===== config.mk =====
export PLATFORM = sky130hd
export DESIGN_NAME = mux_scan
export DESIGN_NICKNAME = d
export VERILOG_FILES = /design/src/rtl/mux_scan.sv
export SDC_FILE = /design/constraint.sdc
export NUM_CORES = 1
export LEC_CHECK = 0
export CELL_PAD_IN_SITES_DETAIL_PLACEMENT = 1
export CELL_PAD_IN_SITES_GLOBAL_PLACEMENT = 2
export CORE_UTILIZATION = 19
export CTS_CLUSTER_DIAMETER = 40
export DETAILED_ROUTE_END_ITERATION = 16
export HOLD_SLACK_MARGIN = 0.03
export PLACE_DENSITY = 0.7
export SKIP_CTS_REPAIR_TIMING = 1
export SKIP_LAST_GASP = 1
export SLEW_MARGIN = 20
export SYNTH_ARGS = -nofsm -noshare
export SYNTH_HDL_FRONTEND = slang
export SYNTH_SLANG_ARGS = --single-unit
export TNS_END_PERCENT = 1

===== constraint.sdc =====
create_clock -name clk -period 1.94 [get_ports clk]
set_clock_uncertainty 0.1 [all_clocks]
set_input_delay 0.291 -clock clk [delete_from_list [all_inputs] [get_ports clk]]
set_output_delay 0.291 -clock clk [all_outputs]
set_load 0.01 [all_outputs]

===== src/rtl/mux_scan.sv =====
// N-channel registered mux with manual select and timed auto-scan.
// Optional channel masking in scan mode is enabled by defining MUX_SCAN_MASK_EN.
module mux_scan #(
   parameter int W     = 1,
   parameter int N     = 8,
   parameter int SW    = 3,
   parameter int DWELL = 4
) (
   input  logic           clk,
   input  logic           rst,
   input  logic           en,
   input  logic           mode,
   input  logic [SW-1:0]  sel,
   input  logic [N*W-1:0] din,
   input  logic [N-1:0]   ch_mask,
   output logic [W-1:0]   out,
   output logic           out_valid,
   output logic [SW-1:0]  cur_ch,
   output logic           wrap
);

   localparam int DW = (DWELL > 1) ? $clog2(DWELL) : 1;
   localparam logic [DW-1:0] DWELL_LAST = DW'(DWELL - 1);

   typedef enum logic [1:0] {IDLE, MANUAL, SCAN} state_t;

   state_t          r_state;
   state_t          w_stateNext;
   logic [W-1:0]    r_out;
   logic            r_valid;
   logic [SW-1:0]   r_curCh;
   logic            r_wrap;
   logic [DW-1:0]   r_dwell;

   logic [SW-1:0]   w_nextCh;
   logic            w_nextWrap;
   logic            w_anyCh;
   logic            w_curOk;
   logic            w_found;
   logic            w_advance;

   assign w_stateNext = !en ? IDLE : (mode ? SCAN : MANUAL);

   // Next channel in scan order; w_curOk drops when the current channel is masked out.
   always_comb begin
      w_nextCh   = r_curCh;
      w_nextWrap = 1'b0;
      w_anyCh    = 1'b1;
      w_curOk    = 1'b1;
      w_found    = 1'b0;
`ifdef MUX_SCAN_MASK_EN
      w_anyCh = |ch_mask;
      w_curOk = ch_mask[r_curCh];
      for (int k = 1; k <= N; k++) begin
         if (!w_found && ch_mask[(int'(r_curCh) + k) % N]) begin
            w_found    = 1'b1;
            w_nextCh   = SW'((int'(r_curCh) + k) % N);
            w_nextWrap = (int'(r_curCh) + k >= N);
         end
      end
`else
      if (int'(r_curCh) == N - 1) begin
         w_nextCh   = '0;
         w_nextWrap = 1'b1;
      end else begin
         w_nextCh = r_curCh + SW'(1);
      end
`endif
   end

`ifndef MUX_SCAN_MASK_EN
   logic w_unusedMask;
   assign w_unusedMask = ^ch_mask;
`endif

   // The entry cycle into SCAN only advances if the starting channel is masked.
   assign w_advance = !w_curOk || (r_state == SCAN && r_dwell == DWELL_LAST);

   always_ff @(posedge clk) begin
      if (rst) begin
         r_state <= IDLE;
         r_out   <= '0;
         r_valid <= 1'b0;
         r_curCh <= '0;
         r_wrap  <= 1'b0;
         r_dwell <= '0;
      end else begin
         r_state <= w_stateNext;
         r_wrap  <= 1'b0;
         case (w_stateNext)
            MANUAL: begin
               r_dwell <= '0;
               if (int'(sel) < N) begin
                  r_out   <= din[int'(sel)*W +: W];
                  r_curCh <= sel;
                  r_valid <= 1'b1;
               end else begin
                  r_valid <= 1'b0;
               end
            end
            SCAN: begin
               if (!w_anyCh) begin
                  r_valid <= 1'b0;
                  r_dwell <= '0;
               end else if (w_advance) begin
                  r_curCh <= w_nextCh;
                  r_out   <= din[int'(w_nextCh)*W +: W];
                  r_dwell <= '0;
                  r_wrap  <= w_nextWrap;
                  r_valid <= 1'b1;
               end else begin
                  r_out   <= din[int'(r_curCh)*W +: W];
                  r_valid <= 1'b1;
                  r_dwell <= (r_state == SCAN) ? r_dwell + 1'b1 : '0;
               end
            end
            default: begin
               r_valid <= 1'b0;
               r_dwell <= '0;
            end
         endcase
      end
   end

   assign out       = r_out;
   assign out_valid = r_valid;
   assign cur_ch    = r_curCh;
   assign wrap      = r_wrap;

endmodule


## Word level (Yosys, flattened, before mapping)

Cells that the tools add are included.
Widths: inputs -> output; s select.

- Flip-flop bits (word level): 10
- Input port bits: 23

- $add $sub $neg: 2
- Eq/ne operators: 6
- Shifts and indexed selects: 3
- Muxes and demuxes: 9
- Bitwise operators: 3
- Reduce and logical (&&, ||, !) cells: 6

Operators with widths:

| operator | number |
|---|---|
| $shiftx 8x4->1 | 3 |
| $eq 2x2->1 const B | 3 |
| $mux 3 | 2 |
| $pmux 3 s2 | 1 |
| $mux 2 | 2 |
| $reduce_or 4->1 | 1 |
| $add 3x1->3 const B | 1 |
| $eq 3x1->1 const B | 1 |
| $mux 1 | 3 |
| $not 1->1 | 3 |
| $reduce_or 3->1 | 1 |
| $add 2x1->2 const B | 1 |
| $eq 2x1->1 const B | 1 |
| $ne 2x2->1 const B | 1 |
| $pmux 1 s2 | 1 |
| $reduce_and 2->1 | 1 |
| $reduce_bool 2->1 | 1 |
| $reduce_or 2->1 | 1 |
| $logic_and 1x1->1 | 1 |

## Logic depth before layout (Yosys ltp)

Gate-level depths: netlist of the first run.

- Word-level depth: 5
- Depth in mapped cells: 8
- Gate-level depth less buffers: 8

## Worst setup path after synthesis of the first run

No wires, ideal clock.

- Path type: register -> register
- Start point: register r_dwell[0]
- End point: register r_out, in the netlist out
- Setup time: 0.127 ns
- Data arrival time: 1.745 ns
- Data required time: 1.713 ns
- Slack: -0.033 ns
- Cell stages (with the launch flop): 9
- Buffers on the path: 1
- Clock period less this slack: 1.973 ns
- Cells stage by stage: dfxtp_1 > ha_1 > and3b_1 > buf_6 > mux2i_1 > a21oi_2 > mux2_1 > nor3_1 > a211oi_2

- Cells in the longest elaborated chain, start to end: 4

Ends and longest elaborated chain:

| item | RTL line | text |
|---|---|---|
| start: declaration | 33 | `logic [DW-1:0] r_dwell;` |
| start signal: assignment | 114 | `r_dwell <= (r_state == SCAN) ? r_dwell + 1'b1 : '0;` |
| $eq 2x2->1 | 77 | `assign w_advance = !w_curOk \|\| (r_state == SCAN && r_dwell == DWELL_LAST);` |
| $logic_and 1x1->1 | 77 |  |
| $mux 1 | 105 | `end else if (w_advance) begin` |
| $pmux 1 s2 | 90 | `case (w_stateNext)` |
| end signal: assignment | 94 | `r_out <= din[int'(sel)*W +: W];` |
| end signal: assignment | 107 | `r_out <= din[int'(w_nextCh)*W +: W];` |
| end signal: assignment | 112 | `r_out <= din[int'(r_curCh)*W +: W];` |
| end: declaration | 29 | `logic [W-1:0] r_out;` |

No other way between the ends.
A chain may end at the register's enable or synchronous reset.

## Worst setup path in the final report of the first run

Same ends and word-level chain as after synthesis.

==> results.cfg, run 1 <==
[sta]
fmax_mhz = 517
rsz0062_at_grt = true
layout_setup_ws_ns = 0.00705
finalSetupViolations = 0
drv_slew = 0
slew_headroom_pct = 73.6
hold_viol = 0
fin_setup_tns_ns = 0
worstMarginPinSlew_ns = 0.396
period_minus_slack_ns = 1.93
period_share_pct = 99.6

[power_and_ir_drop]
irDropWorstVdd_mv = 0.131
leakage_nw = 0.411
powerDensity_mw_per_mm2 = 565

[global_routing]
grt_pass1_vias = 647
busiest_layer = met2
antenna_found_initial = 0
grt_pass1_wl_um = 2730
grt_max_degree = 9
met2_usage_pct = 18.2
grtUsageMet1_pct = 13.1
use_met3_pct = 2.68
track_usage_pct = 11.1
gr-total-overflow = 0

[finish]
num-fill-cells = 335
area_delta_synth_final_pct = 70.0
final_util_pct = 35.3
drive_gt1_share_pct = 37.0
final_nets = 127
final_common_cell = clkdlybuf4s50_1
antenna_cells = 0
postLayoutCellArea_mm2 = 0.00101
multi_input_area_um2 = 407
mostFrequentLayoutCells = clkdlybuf4s50_1, buf_4, nor2_1
regArea_um2 = 203

[route]
drtIter0Drc = 3
wl_um = 1720
drt.antenna.violating_nets = 0
viasPerCell = 4.15
routedWlPerCell_um = 12.1
vias = 589
drc = 2
first_pass_iters = 10

[clock_network]
cts_tree = built
clockRootBuffer = clkbuf_4
cts_max_level = 1
cts_buffers = 3
clk_latency_ns = 0.27
cts.sinks = 10
clockBufferDepth = 2
clkTransAtPathRegs_ns = 0.07

[run]
max_cap_viol_count = 0

[worst_setup_path]
cp_num_buf_inv = 0
rr_startpoint = r_dwell[0]
slowest_stage = mux2_4
crit_type = reg2reg
cp_max_fo = 3
worst_ep_required_time_ns = 2.01
max_stage_delay_ns = 0.33
cp-end-kind = register
cp_top_family = multiplexers
cp-start-kind = register
r2r_slack_ns = 0.007
r2r.worst_path.cells = 7
arrival_ns = 2.00
crit_chain = ha_2 -> and3b_2 -> mux2i_2 -> a21oi_2 -> mux2_4 -> nor3_2 -> a211oi_2
r2r-end = out

[place]
placed_area_um2 = 920
hpwl_um = 1350
io_buffers = 20
pre_cts_ws_ns = -0.273
gp_congestion = 0.721

[logic_synthesis]
synth_top_area_share_pct = 33.5
syn-mean-instance-area_um2 = 9.18
ys_warn_count = 0
synth_nets = 91
synth_area_leader_cell = dfxtp_1
synth_seq_cells = 10
syn_inst = 65
synth_area_um2 = 597
synth_area_leaders = dfxtp_1, mux2i_1, nor2_1
synth_cell_type_count = 28
ys_seq_area_share_pct = 33.5

[die]
core-area_mm2 = 0.00288
die_area_mm2 = 0.00337
die_y_um = 58.0
die_w_um = 58.0
initial_utilization_pct = 20.7
ios = 29
fp-row-count = 19

[worst_hold_path]
min_path_cells = 1
hold-path-endpoint = r_dwell[0]
min_path_type = reg2reg
hold_start = r_dwell[0]

[status]
violations = DRC
outcome = complete, but fails checks
-- area by class of cell --
| type | instances | area share [%] |
|---|---|---|
| sequential | 10 | 20.0 |
| inverter | 3 | 1.11 |
| timing repair buffer | 34 | 30.1 |
| tap | 42 | 5.18 |
| clock buffer | 4 | 3.58 |
| multi-input combinational | 49 | 40.1 |
-- synth_stat cells --
master and instances:
buf_4 1, o31ai_1 1, inv_1 3, a21oi_1 1
mux2_2 1, a21oi_2 1, nor2_1 11, mux2i_1 5
a31o_2 1, and2_0 1, dfxtp_1 10, and3_2 1
ha_1 3, nand2b_1 1, buf_6 2, o21a_4 1
o211ai_2 1, nand2_1 4, a211oi_2 1, and3b_1 1
nor4_1 1, o21ai_0 2, nand4b_1 1, nand3b_1 2
mux2_1 2, and3_1 1, a211oi_1 3, nor3_1 2
-- through the flow --
stage          std cells  total power [mW]  hold WS (ns)
2_1_floorplan         65             0.290         0.262
3_3_place_gp         136             0.360         0.318
3_5_place_dp         136             0.363         0.322
4_1_cts              140             0.562         0.333
5_1_grt              142             0.607         0.341
6_report             142             0.573         0.312
-- worst max-delay path by stage --
stage               startpoint   to  depth (start not counted)
floorplan           r_dwell[0]  out                          8
global placement          mode  out                          7
detailed placement        mode  out                          7
CTS                  cur_ch[0]  out                          8
global route        r_dwell[0]  out                          7
finish              r_dwell[0]  out                          7
-- sequential cells by signal (all words and copies together), names as in the netlist --
name / flops
cur_ch: 3
r_dwell: 2
r_state: 2
out: 1
out_valid: 1
wrap: 1
-- where the power goes --
group | switching, mW | internal (mW) | leakage (nW)
registers | 0.00640 | 0.215 | 0.0829
logic | 0.0613 | 0.0920 | 0.307
clock network | 0.0845 | 0.114 | 0.0210
total | 0.152 | 0.421 | 0.411
-- kinds of logic after synthesis --
family	synth area share (%)
flip-flops	33.5
AO/OA/AOI/OAI	17.2
buffers and inverters	6.92
AND/OR/NAND/NOR	22.0
multiplexers	14.0
adder cells (fa/ha/maj)	6.29
-- layer usage --
metal	share of wire, %	routed length, um	vias to the layer above
met3	3.0	52	4
met4	1.7	29	0
li1	-	-	301
met5	0	0	-
met1	45	769	270
met2	50	867	14
-- worst reg2reg max path, stage by stage (launching register included) --
cell and delay, ns:
dfxtp_2 0.32, ha_2 0.17, and3b_2 0.24, mux2i_2 0.16
a21oi_2 0.24, mux2_4 0.33, nor3_2 0.19, a211oi_2 0.06
No activity file was read; power rests on OpenSTA's default activity.
==> run 2, diff against run 1 <==
Settings changed: GPL_TIMING_DRIVEN set to 0.
==> run 2 against run 1 <==
  * The flow finishes with violations (DRC, setup timing)
  * Wire length grew 0.99%
  * Sequential power barely moved
  * Critical path depth unchanged
  * Critical path type unchanged
  * Flip-flop and latch count unchanged
  * Hold slack lost 0.21 ns
  * Core utilization is 0.87 points lower
  * Maximum frequency shrank 0.57%
  * Final area decreased by 2.5%
  * First-iteration DRC count grew to 4.0 times the previous value
==> results.cfg, run 2 (synthesis results as in run 1) <==
[global_routing]
antenna_found_initial = 0
grtUsageMet1_pct = 13.7
grt_pass1_vias = 612
gr-total-overflow = 0
met2_usage_pct = 18.4
use_met3_pct = 3.35
grt_max_degree = 10
busiest_layer = met2
track_usage_pct = 11.4
grt_pass1_wl_um = 2820

[worst_setup_path]
cp-start-kind = register
worst_ep_required_time_ns = 2.02
cp_max_fo = 5
r2r_slack_ns = -0.004
cp-startpoint = r_dwell[0]
crit_type = reg2reg
rr_startpoint = r_dwell[0]
arrival_ns = 2.02
cp-end-kind = register

[sta]
finalSetupViolations = 1
slew_headroom_pct = 71.9
worstMarginPinSlew_ns = 0.422
fmax_mhz = 514
hold_viol = 0
hold_slack_ns = 0.0996
period_share_pct = 100
drv_slew = 0
layout_setup_ws_ns = -0.00397
rsz0062_at_grt = true
period_minus_slack_ns = 1.94

[die]
initial_utilization_pct = 20.7
ios = 29
die_y_um = 58.0
die_area_mm2 = 0.00337
die_w_um = 58.0
core-area_mm2 = 0.00288
fp-row-count = 19

[clock_network]
cts_tree = built
clockBufferDepth = 2
cts_buffers = 3
clkTransAtPathRegs_ns = 0.08
cts_max_level = 1
clockRootBuffer = clkbuf_4
cts.sinks = 10
clk_latency_ns = 0.29

[power_and_ir_drop]
irDropWorstVdd_mv = 0.135
finalPower_mw = 0.570
leakage_nw = 0.381
powerDensity_mw_per_mm2 = 576

[finish]
final_common_cell = clkdlybuf4s50_1
antenna_cells = 0
mostFrequentLayoutCells = clkdlybuf4s50_1, nor2_1, buf_4
final_nets = 120
final_util_pct = 34.4
drive_gt1_share_pct = 34.4
num-fill-cells = 336
largest_reg_flops = 3
area_delta_synth_final_pct = 65.8
stdcell_count = 135

[place]
hpwl_um = 1300
gp_congestion = 0.725
io_buffers = 19
place_inst = 126

[route]
routedWlPerCell_um = 12.9
vias = 572
drc = 1
first_pass_iters = 12
drtIter0Drc = 12
viasPerCell = 4.24
drt.antenna.violating_nets = 0
wl_um = 1740

[status]
outcome = complete, but fails checks
violations = DRC, setup timing

[run]
max_cap_viol_count = 0

[worst_hold_path]
min_path_type = in2reg
hold_start = mode
## run 2: final cells by class
type | count | area, um^2 | area share [%]
multi-input combinational | 49 | 428 | 43.2
sequential | 10 | 208 | 21.0
clock buffer | 4 | 36.3 | 3.67
tap | 42 | 52.6 | 5.31
buffer | 2 | 18.8 | 1.90
timing repair buffer | 25 | 235 | 23.8
inverter | 3 | 11.3 | 1.14
## run 2: critical path, stage by stage (launching register included)
cell and delay (ns):
dfxtp_2 0.34, ha_4 0.16, and3b_2 0.26, mux2i_1 0.15
a21oi_2 0.27, mux2_4 0.34, o31ai_4 0.17, a211oi_2 0.05
## run 2: final timing paths
path | to | depth (start not counted)
max | out | 7
min | r_state[0] | 2
max reg2reg | out | 7
min reg2reg | r_dwell[0] | 1
## run 2: stage by stage
| step | setup slack (ns) | cell area, um^2 | setup TNS (ns) |
|---|---|---|---|
| CTS | -0.186 | 886 | -0.186 |
| finish | -0.00397 | 990 | -0.00397 |
| detailed placement | -0.331 | 850 | -0.331 |
| global placement | -0.303 | 850 | -0.303 |
| floorplan | 0.00371 | 607 | 0 |
| global route | -0.0427 | 990 | -0.0427 |
## run 2: per-layer routing
metal	vias up	routed length [um]
met5	-	0
met4	0	44
met3	5	79
met2	15	848
met1	267	763
li1	285	-
## run 2: power by group
group          leakage (nW)  internal [mW]  switching [mW]
Sequential           0.0841          0.215         0.00976
Combinational         0.276         0.0829          0.0575
Clock                0.0210          0.114          0.0910
==> run 3, diff against run 2 <==
Settings changed: CAP_MARGIN set to 10, CTS_CLUSTER_SIZE set to 30.
==> results of run 3 <==
No change in the layout: final DEF, timing and power equal those of run 2.
